## config.mk

```make
export PLATFORM = sky130hd
export DESIGN_NAME = fetch_step_controller
export DESIGN_NICKNAME = d
export VERILOG_FILES = /design/src/rtl/fetch_ctrl_pkg.sv /design/src/rtl/button_debouncer.sv /design/src/rtl/fetch_step_controller.sv
export SDC_FILE = /design/constraint.sdc
export NUM_CORES = 1
export LEC_CHECK = 0
export CAP_MARGIN = 20
export CELL_PAD_IN_SITES_DETAIL_PLACEMENT = 1
export CELL_PAD_IN_SITES_GLOBAL_PLACEMENT = 1
export CORE_MARGIN = 2
export CORE_UTILIZATION = 36
export DETAILED_ROUTE_END_ITERATION = 16
export PLACE_DENSITY = 0.95
export SLEW_MARGIN = 20
export SYNTH_ARGS = -nofsm -noshare
export SYNTH_HDL_FRONTEND = slang
export SYNTH_SLANG_ARGS = --single-unit
```

## constraint.sdc

```tcl
create_clock -name Clk -period 4.5 [get_ports Clk]
set_input_delay 0.9 -clock Clk [delete_from_list [all_inputs] [get_ports Clk]]
set_output_delay 0.9 -clock Clk [all_outputs]
set_load 0.01 [all_outputs]
```

## src/rtl/fetch_ctrl_pkg.sv

```systemverilog
// Shared state encoding and board-rate defaults for the fetch step controller.
// Defaults assume a 100 MHz board clock.
package fetch_ctrl_pkg;

  typedef enum logic [1:0] {
    HALT  = 2'b00,
    RUN   = 2'b01,
    STEP  = 2'b10,
    BREAK = 2'b11
  } state_e;

  localparam int DEF_DEBOUNCE_CYCLES = 1000000;
  localparam int DEF_RUN_DIV         = 50000000;
  localparam int DEF_CNT_W           = 26;

endpackage

```

## src/rtl/button_debouncer.sv

```systemverilog
// Synchronizes and debounces a raw push button; emits a one-cycle pulse on an accepted press.
// Pulse appears 2 sync cycles + DEBOUNCE_CYCLES after the raw level settles high.
module button_debouncer #(
  parameter int DEBOUNCE_CYCLES = 1000000,
  parameter int CNT_W           = 26
) (
  input  logic clk_i,
  input  logic rst_i,
  input  logic btn_i,
  output logic rise_o
);

  localparam logic [CNT_W-1:0] LAST = CNT_W'(DEBOUNCE_CYCLES - 1);

  logic             sync1_q, sync2_q;
  logic             level_q, level_d;
  logic             rise_q, rise_d;
  logic [CNT_W-1:0] cnt_q, cnt_d;

  // Any cycle where the synchronized input matches the accepted level restarts the count.
  always_comb begin
    level_d = level_q;
    cnt_d   = '0;
    rise_d  = 1'b0;
    if (sync2_q != level_q) begin
      if (cnt_q == LAST) begin
        level_d = sync2_q;
        rise_d  = sync2_q;
      end else begin
        cnt_d = cnt_q + 1'b1;
      end
    end
  end

  always_ff @(posedge clk_i) begin
    if (rst_i) begin
      sync1_q <= 1'b0;
      sync2_q <= 1'b0;
      level_q <= 1'b0;
      rise_q  <= 1'b0;
      cnt_q   <= '0;
    end else begin
      sync1_q <= btn_i;
      sync2_q <= sync1_q;
      level_q <= level_d;
      rise_q  <= rise_d;
      cnt_q   <= cnt_d;
    end
  end

  assign rise_o = rise_q;

endmodule

```

## src/rtl/fetch_step_controller.sv

```systemverilog
// Debug sequencer for the fetch unit: divided free-run, single-step, PC breakpoint halt.
// AdvanceEn is registered; display registers reload 2 cycles after each advance pulse.
module fetch_step_controller
  import fetch_ctrl_pkg::*;
#(
  parameter int DEBOUNCE_CYCLES = DEF_DEBOUNCE_CYCLES,
  parameter int RUN_DIV         = DEF_RUN_DIV,
  parameter int CNT_W           = DEF_CNT_W
) (
  input  logic        Clk,
  input  logic        Reset,
  input  logic        RunSw,
  input  logic        StepBtn,
  input  logic        BreakEn,
  input  logic [15:0] BreakAddr,
  input  logic [31:0] PCResult,
  input  logic [31:0] Instruction,
  output logic        AdvanceEn,
  output logic [15:0] DispInstr,
  output logic [15:0] DispPC,
  output logic [1:0]  State
);

  localparam logic [CNT_W-1:0] TERM = CNT_W'(RUN_DIV - 1);

  state_e           state_q;
  logic             adv_q;
  logic [CNT_W-1:0] rate_q;
  logic             run_sync1_q, run_sync2_q;
  logic             step_pulse;
  logic             bp_hit;
  logic             adv_dly1_q, adv_dly2_q;
  logic             load_first_q;
  logic [15:0]      disp_instr_q, disp_pc_q;
  logic             unused_hi;

  button_debouncer #(
    .DEBOUNCE_CYCLES(DEBOUNCE_CYCLES),
    .CNT_W          (CNT_W)
  ) u_step_btn (
    .clk_i (Clk),
    .rst_i (Reset),
    .btn_i (StepBtn),
    .rise_o(step_pulse)
  );

  always_ff @(posedge Clk) begin
    if (Reset) begin
      run_sync1_q <= 1'b0;
      run_sync2_q <= 1'b0;
    end else begin
      run_sync1_q <= RunSw;
      run_sync2_q <= run_sync1_q;
    end
  end

  assign bp_hit = BreakEn && (PCResult[15:0] == BreakAddr);

  // Rate counter rests at 0 outside RUN, so every RUN entry starts a full period.
  always_ff @(posedge Clk) begin
    if (Reset) begin
      state_q <= HALT;
      adv_q   <= 1'b0;
      rate_q  <= '0;
    end else begin
      adv_q  <= 1'b0;
      rate_q <= '0;
      case (state_q)
        HALT: begin
          if (run_sync2_q) begin
            state_q <= RUN;
          end else if (step_pulse) begin
            state_q <= STEP;
            adv_q   <= 1'b1;
          end
        end
        STEP: begin
          state_q <= HALT;
        end
        RUN: begin
          if (!run_sync2_q) begin
            state_q <= HALT;
          end else if (rate_q == TERM) begin
            if (bp_hit) begin
              state_q <= BREAK;
            end else begin
              adv_q <= 1'b1;
            end
          end else begin
            rate_q <= rate_q + 1'b1;
          end
        end
        BREAK: begin
          if (!run_sync2_q) begin
            state_q <= HALT;
          end else if (step_pulse) begin
            state_q <= STEP;
            adv_q   <= 1'b1;
          end
        end
        default: state_q <= HALT;
      endcase
    end
  end

  // Capture waits for the fetch unit to settle on the new PC and instruction.
  always_ff @(posedge Clk) begin
    if (Reset) begin
      adv_dly1_q   <= 1'b0;
      adv_dly2_q   <= 1'b0;
      load_first_q <= 1'b1;
      disp_instr_q <= '0;
      disp_pc_q    <= '0;
    end else begin
      adv_dly1_q   <= adv_q;
      adv_dly2_q   <= adv_dly1_q;
      load_first_q <= 1'b0;
      if (adv_dly2_q || load_first_q) begin
        disp_instr_q <= Instruction[15:0];
        disp_pc_q    <= PCResult[15:0];
      end
    end
  end

  assign unused_hi = ^{PCResult[31:16], Instruction[31:16]};

  assign AdvanceEn = adv_q;
  assign DispInstr = disp_instr_q;
  assign DispPC    = disp_pc_q;
  assign State     = state_q;

endmodule

```

# After elaboration in Yosys (flattened, before gate mapping)
# Cells that the tools add are included.
# op_classes
n_addsub	2
eq_ne	9
mux	15
bitwise_logic	4
n_reduce_logical	8
# ops
cell	count
26-bit by 1-bit adder with 26-bit output, second input constant	2
26-bit by 20-bit == test with 1-bit output, second input constant	1
26-bit == test, second input constant	1
16-bit == test	1
2-bit 2-to-1 mux	6
2-bit one-hot mux with 4 select lines	1
1-bit 2-to-1 mux	7
3-bit != test, second input constant	2
3-bit OR reduction	2
2-bit == test, second input constant	2
1-bit inverter	4
2-bit AND reduction	2
4-bit OR reduction	1
1-bit one-hot mux with 3 select lines	1
2-bit by 1-bit == test with 1-bit output, second input constant	1
2-bit logical NOT	1
1-bit logical AND	1
1-bit logical OR	1
1-bit != test	1
# totals
register_bits	96
elab_cells	53

# Depth between registers and ports, before layout
# depth
depth_word	6
depth_mapped	7
mapped_depth_nobuf	5

# Modules after synthesis
# Synthesis repeated with hierarchy kept, for this count alone.
# unflattened
hier_cells	478
area_unflattened_um2	4100.2
# by_module_without_submodules
mod	instances	cells_per_inst	area_each_um2
fetch_step_controller	1	321	2741.4
button_debouncer	1	157	1358.8

# Worst setup path before layout
# No wires, ideal clock.
# synth_path
path_type	register to register
start	register u_step_btn.cnt_q[0]
end	register u_step_btn.cnt_q[22]
arrival_ns	1.961
slack_ns	2.468
stages_incl_launch_ff	8
path_buffers	2
period_less_slack_ns	2.032
path_cell_list	dfxtp_1 -> ha_1 -> clkbuf_1 -> nand4_1 -> or3_1 -> clkbuf_1 -> or4_1 -> a21oi_1
# synth_via
elab_chain_len	2
elab_cells_between_ends	3
classes_between	add/sub: 1; eq/ne: 1; reduce/logical: 1
# synth_rtl
element	line	rtl
from (decl)	button_debouncer.sv:18	logic [CNT_W-1:0] cnt_q, cnt_d;
from (signal assigned)	button_debouncer.sv:47	cnt_q <= cnt_d;
branches (longest 2 deep; another with 26-bit by 1-bit adder with 26-bit output)	n/a	
# Parallel ways; which one is timed is not known.
# A chain may end at the register's enable or synchronous reset.

# Worst setup path in the final report
# layout_path
start	input Reset
end	register rate_q[13]
# layout_via
elab_chain_len	1
# layout_rtl
element	line	rtl
from (decl)	fetch_step_controller.sv:11	input logic Reset,
4-bit OR reduction (no source line)	n/a	
to (signal assigned)	fetch_step_controller.sv:90	rate_q <= rate_q + 1'b1;
to (decl)	fetch_step_controller.sv:28	logic [CNT_W-1:0] rate_q;
# No other way between the ends.

==> run_results.csv <==
group,metric,value,unit
power,peakVddDrop,0.200,mV
setup_path,critPathMaxStageDelay,0.60,ns
floorplanning,start_util,36.6,%
synth,synth_nets,584,
placed_design,gp_congestion,0.811,
cts,cts_root_buf,"clkbuf_16",
synth,synth_xor_area_share,9.04,%
cts,ctsHoldBuffers,0,
routing,avgViaCountPerCell,5.48,
setup_path,start_kind,"input port",
setup_path,ff2ff_path_depth,4,
power,finalPower,1780,uW
power,clock_power_share,42.2,%
cts,cts_resized,0,
grt,grt_pass1_vias,4201,
power,combPwrFrac,8.5,%
grt,use_met1,22.2,%
synth,ys_seq_elements,96,
setup_path,crit_chain,"clkdlybuf4s50_1 -> buf_4 -> nor4_1 -> o31ai_4 -> a21oi_1",
cts,cts.clk_slew.worst_paths,0.07,ns
synth,synth_top_family_by_area,"simple AND/OR/NAND/NOR gates",
finish,syn2layout_area_growth,30.4,%
floorplanning,die-area,12400,um2
cts,numCtsBuffers,9,
synth,ys_warn_count,0,
floorplanning,coreArea,11400,um2
finish,fin_util,47.8,%
grt,grtUsageTotal,19.9,%
cts,clock_path_buffers,2,
synth,synth_edf_count,0,
synth,yosysTopAreaCellShare,46.1,%
power,p_leak,0.00174,uW
synth,synth.mux.area_fraction,0,%
cts,htreeDepth,3,
grt,met2_usage,37.2,%
power,powerDensity,328,nW/um2
timing,setup_viol,0,
routing,drtIter0Drc,153,
cts,postCtsSetupBuffers,0,
grt,met3_usage,5.23,%
routing,postRouteAntennaNets,0,
min_path,worstHoldPathCells,2,
finish,nets,660,
setup_path,crit_fanout,46,
timing,finClkSkew,0.0123,ns
synth,synth_compound_area_share,11.6,%
synth,synth-seq-area-share,46.1,%
floorplanning,fp.dieW,112,um
timing,finalSetupTns,0,ns
setup_path,critical_path_class,"input port to flop",
synth,netlist.top_cell.by_area,"dfxtp_1",
synth,netlist_area,4170,um2
timing,rsz0062_at_grt,"false",
timing,hold_viol_final,0,
setup_path,slowest_stage,"nor4_1",
min_path,min_path_type,"flop to flop",
setup_path,worstSetupEndpointType,"flop",
synth,synthCells,497,
grt,grt_first_pass_wirelength,20400,um
placed_design,portBuffers,87,
placed_design,hpwl,8780,um
timing,clock.fmax,383,MHz
routing,wire_per_inst,17.0,um
grt,grt-ovfl-total,0,
setup_path,arrival,2.87,ns
routing,dr_total_vias,3948,
finish,instances_no_fill,721,
finish,drive_above_1_share,5.02,%
synth,yosysUniqueCellTypes,39,
finish,diodes,0,
routing,drt-total-wl,12200,um
synth,synth_common_cells,"dfxtp_1 (96), nand2_1 (83), a21oi_1 (57), nor2_1 (35), xor2_1 (23)",
grt,antenna_found_initial,0,
synth,ys.flop_type,"dfxtp_1",
synth,synth_simple_gate_area_share,29.3,%
placed_design,place_inst,705,
routing,drc,0,
floorplanning,num_rows,39,
synth,yosysMostFrequentCell,"dfxtp_1",
power,p_seq_share,49.3,%
grt,grt_max_degree,47,
setup_path,required,4.76,ns
cts,cts_num_sinks,96,
power,p_switching,427,uW
grt,grt.busiest_layer,"met2",
routing,dr.pass1.iters,4,
cts,cts_tree,"yes",
power,p_int,1360,uW
timing,layout_worst_path_cycle_share,58.0,%
power,p_sw_share,24.0,%
synth,async_reset_ff_share,0,%
synth,synth_area_leaders,"dfxtp_1 (46%), nand2_1 (7.5%), a21oi_1 (6.8%)",
timing,max-slew-margin-rel,37.0,%
synth,synthAdderAreaFrac,0.601,%
timing,maxSlewViolCount,0,
run,maxCapViolCount,0,
floorplanning,ios,120,
cts,insertion_delay,0.35,ns
synth,postSynthAreaPerCell,8.38,um2
timing,period_needed,2.61,ns
floorplanning,die_h,112,um
status,status,"complete, no violations",
timing,worst_pin_slew,0.945,ns
-- layout by cell type (no fill, tap or decap), types with 2 or more instances in the layout --
cell / count
a21oi_1: 57
and3_1: 3
and4_1: 4
buf_4: 2
clkbuf_16: 9
clkdlybuf4s50_1: 87
dfxtp_1: 96
ha_1: 2
inv_1: 10
inv_6: 4
nand2_1: 83
nand2b_1: 2
nand3_1: 19
nand4_1: 15
nor2_1: 34
nor2b_1: 7
nor3_1: 8
nor4_1: 12
nor4b_1: 6
o21ai_0: 16
o31ai_1: 10
or3_1: 19
or4_1: 10
or4_4: 2
xnor2_1: 20
xor2_1: 23
-- registers in the layout, indices dropped and copies added (netlist names) --
name / cells
u_step_btn.sync1_q: 1
u_step_btn.cnt_q: 26
State: 2
u_step_btn.level_q: 1
adv_dly1_q: 1
run_sync2_q: 1
adv_dly2_q: 1
DispInstr: 16
u_step_btn.sync2_q: 1
rate_q: 26
AdvanceEn: 1
run_sync1_q: 1
DispPC: 16
load_first_q: 1
u_step_btn.rise_o: 1
-- power by group through the flow --
stage	Sequential, uW	Combinational [uW]	Clock (uW)
floorplan	904	45.7	0
global placement	896	145	0
detailed placement	898	151	0
CTS	879	153	765
global route	881	163	803
finish	879	152	752
-- cell type report --
class                      count  area [um2]
clock buffer                  10         239
clock inverter                 6        55.1
fill                        1333        5940
inverter                      10        37.5
multi-input combinational    367        2110
sequential                    96        1920
tap                          143         179
timing repair buffer          89         886
-- through the flow --
stage / hold WS, ns / setup WS, ns / cell area (um2)
floorplan: 0.414 / 2.47 / 4170
global placement: 0.420 / 1.74 / 5130
detailed placement: 0.431 / 1.57 / 5140
finish: 0.455 / 1.89 / 5430
CTS: 0.461 / 1.88 / 5430
global route: 0.482 / 1.72 / 5430
-- worst paths after layout --
path / endpoint / slack (ns) / startpoint
worst min register to register: DispPC[15] / 0.45 / DispPC[15]
worst max-delay path: rate_q[13] / 1.89 / Reset
worst min-delay path: DispPC[15] / 0.45 / DispPC[15]
worst max register to register: rate_q[7] / 2.17 / rate_q[19]
-- cells by family after synthesis --
group | Yosys count
simple gates | 235
flops | 96
compound gates | 87
xor+xnor | 43
buf+inv | 34
fa+ha+maj | 2
-- critical path: cells and delay by family --
kind / cells / cell delay (ns)
compound gates: 2 / 0.63
buf+inv: 2 / 0.72
simple gates: 1 / 0.60
-- layer usage --
layer,wire [um],vias to the layer above
met5,0,-
met4,209,0
met3,661,22
met2,6390,100
met1,4980,1926
li1,-,1900
No activity file was read; power rests on OpenSTA's default activity.
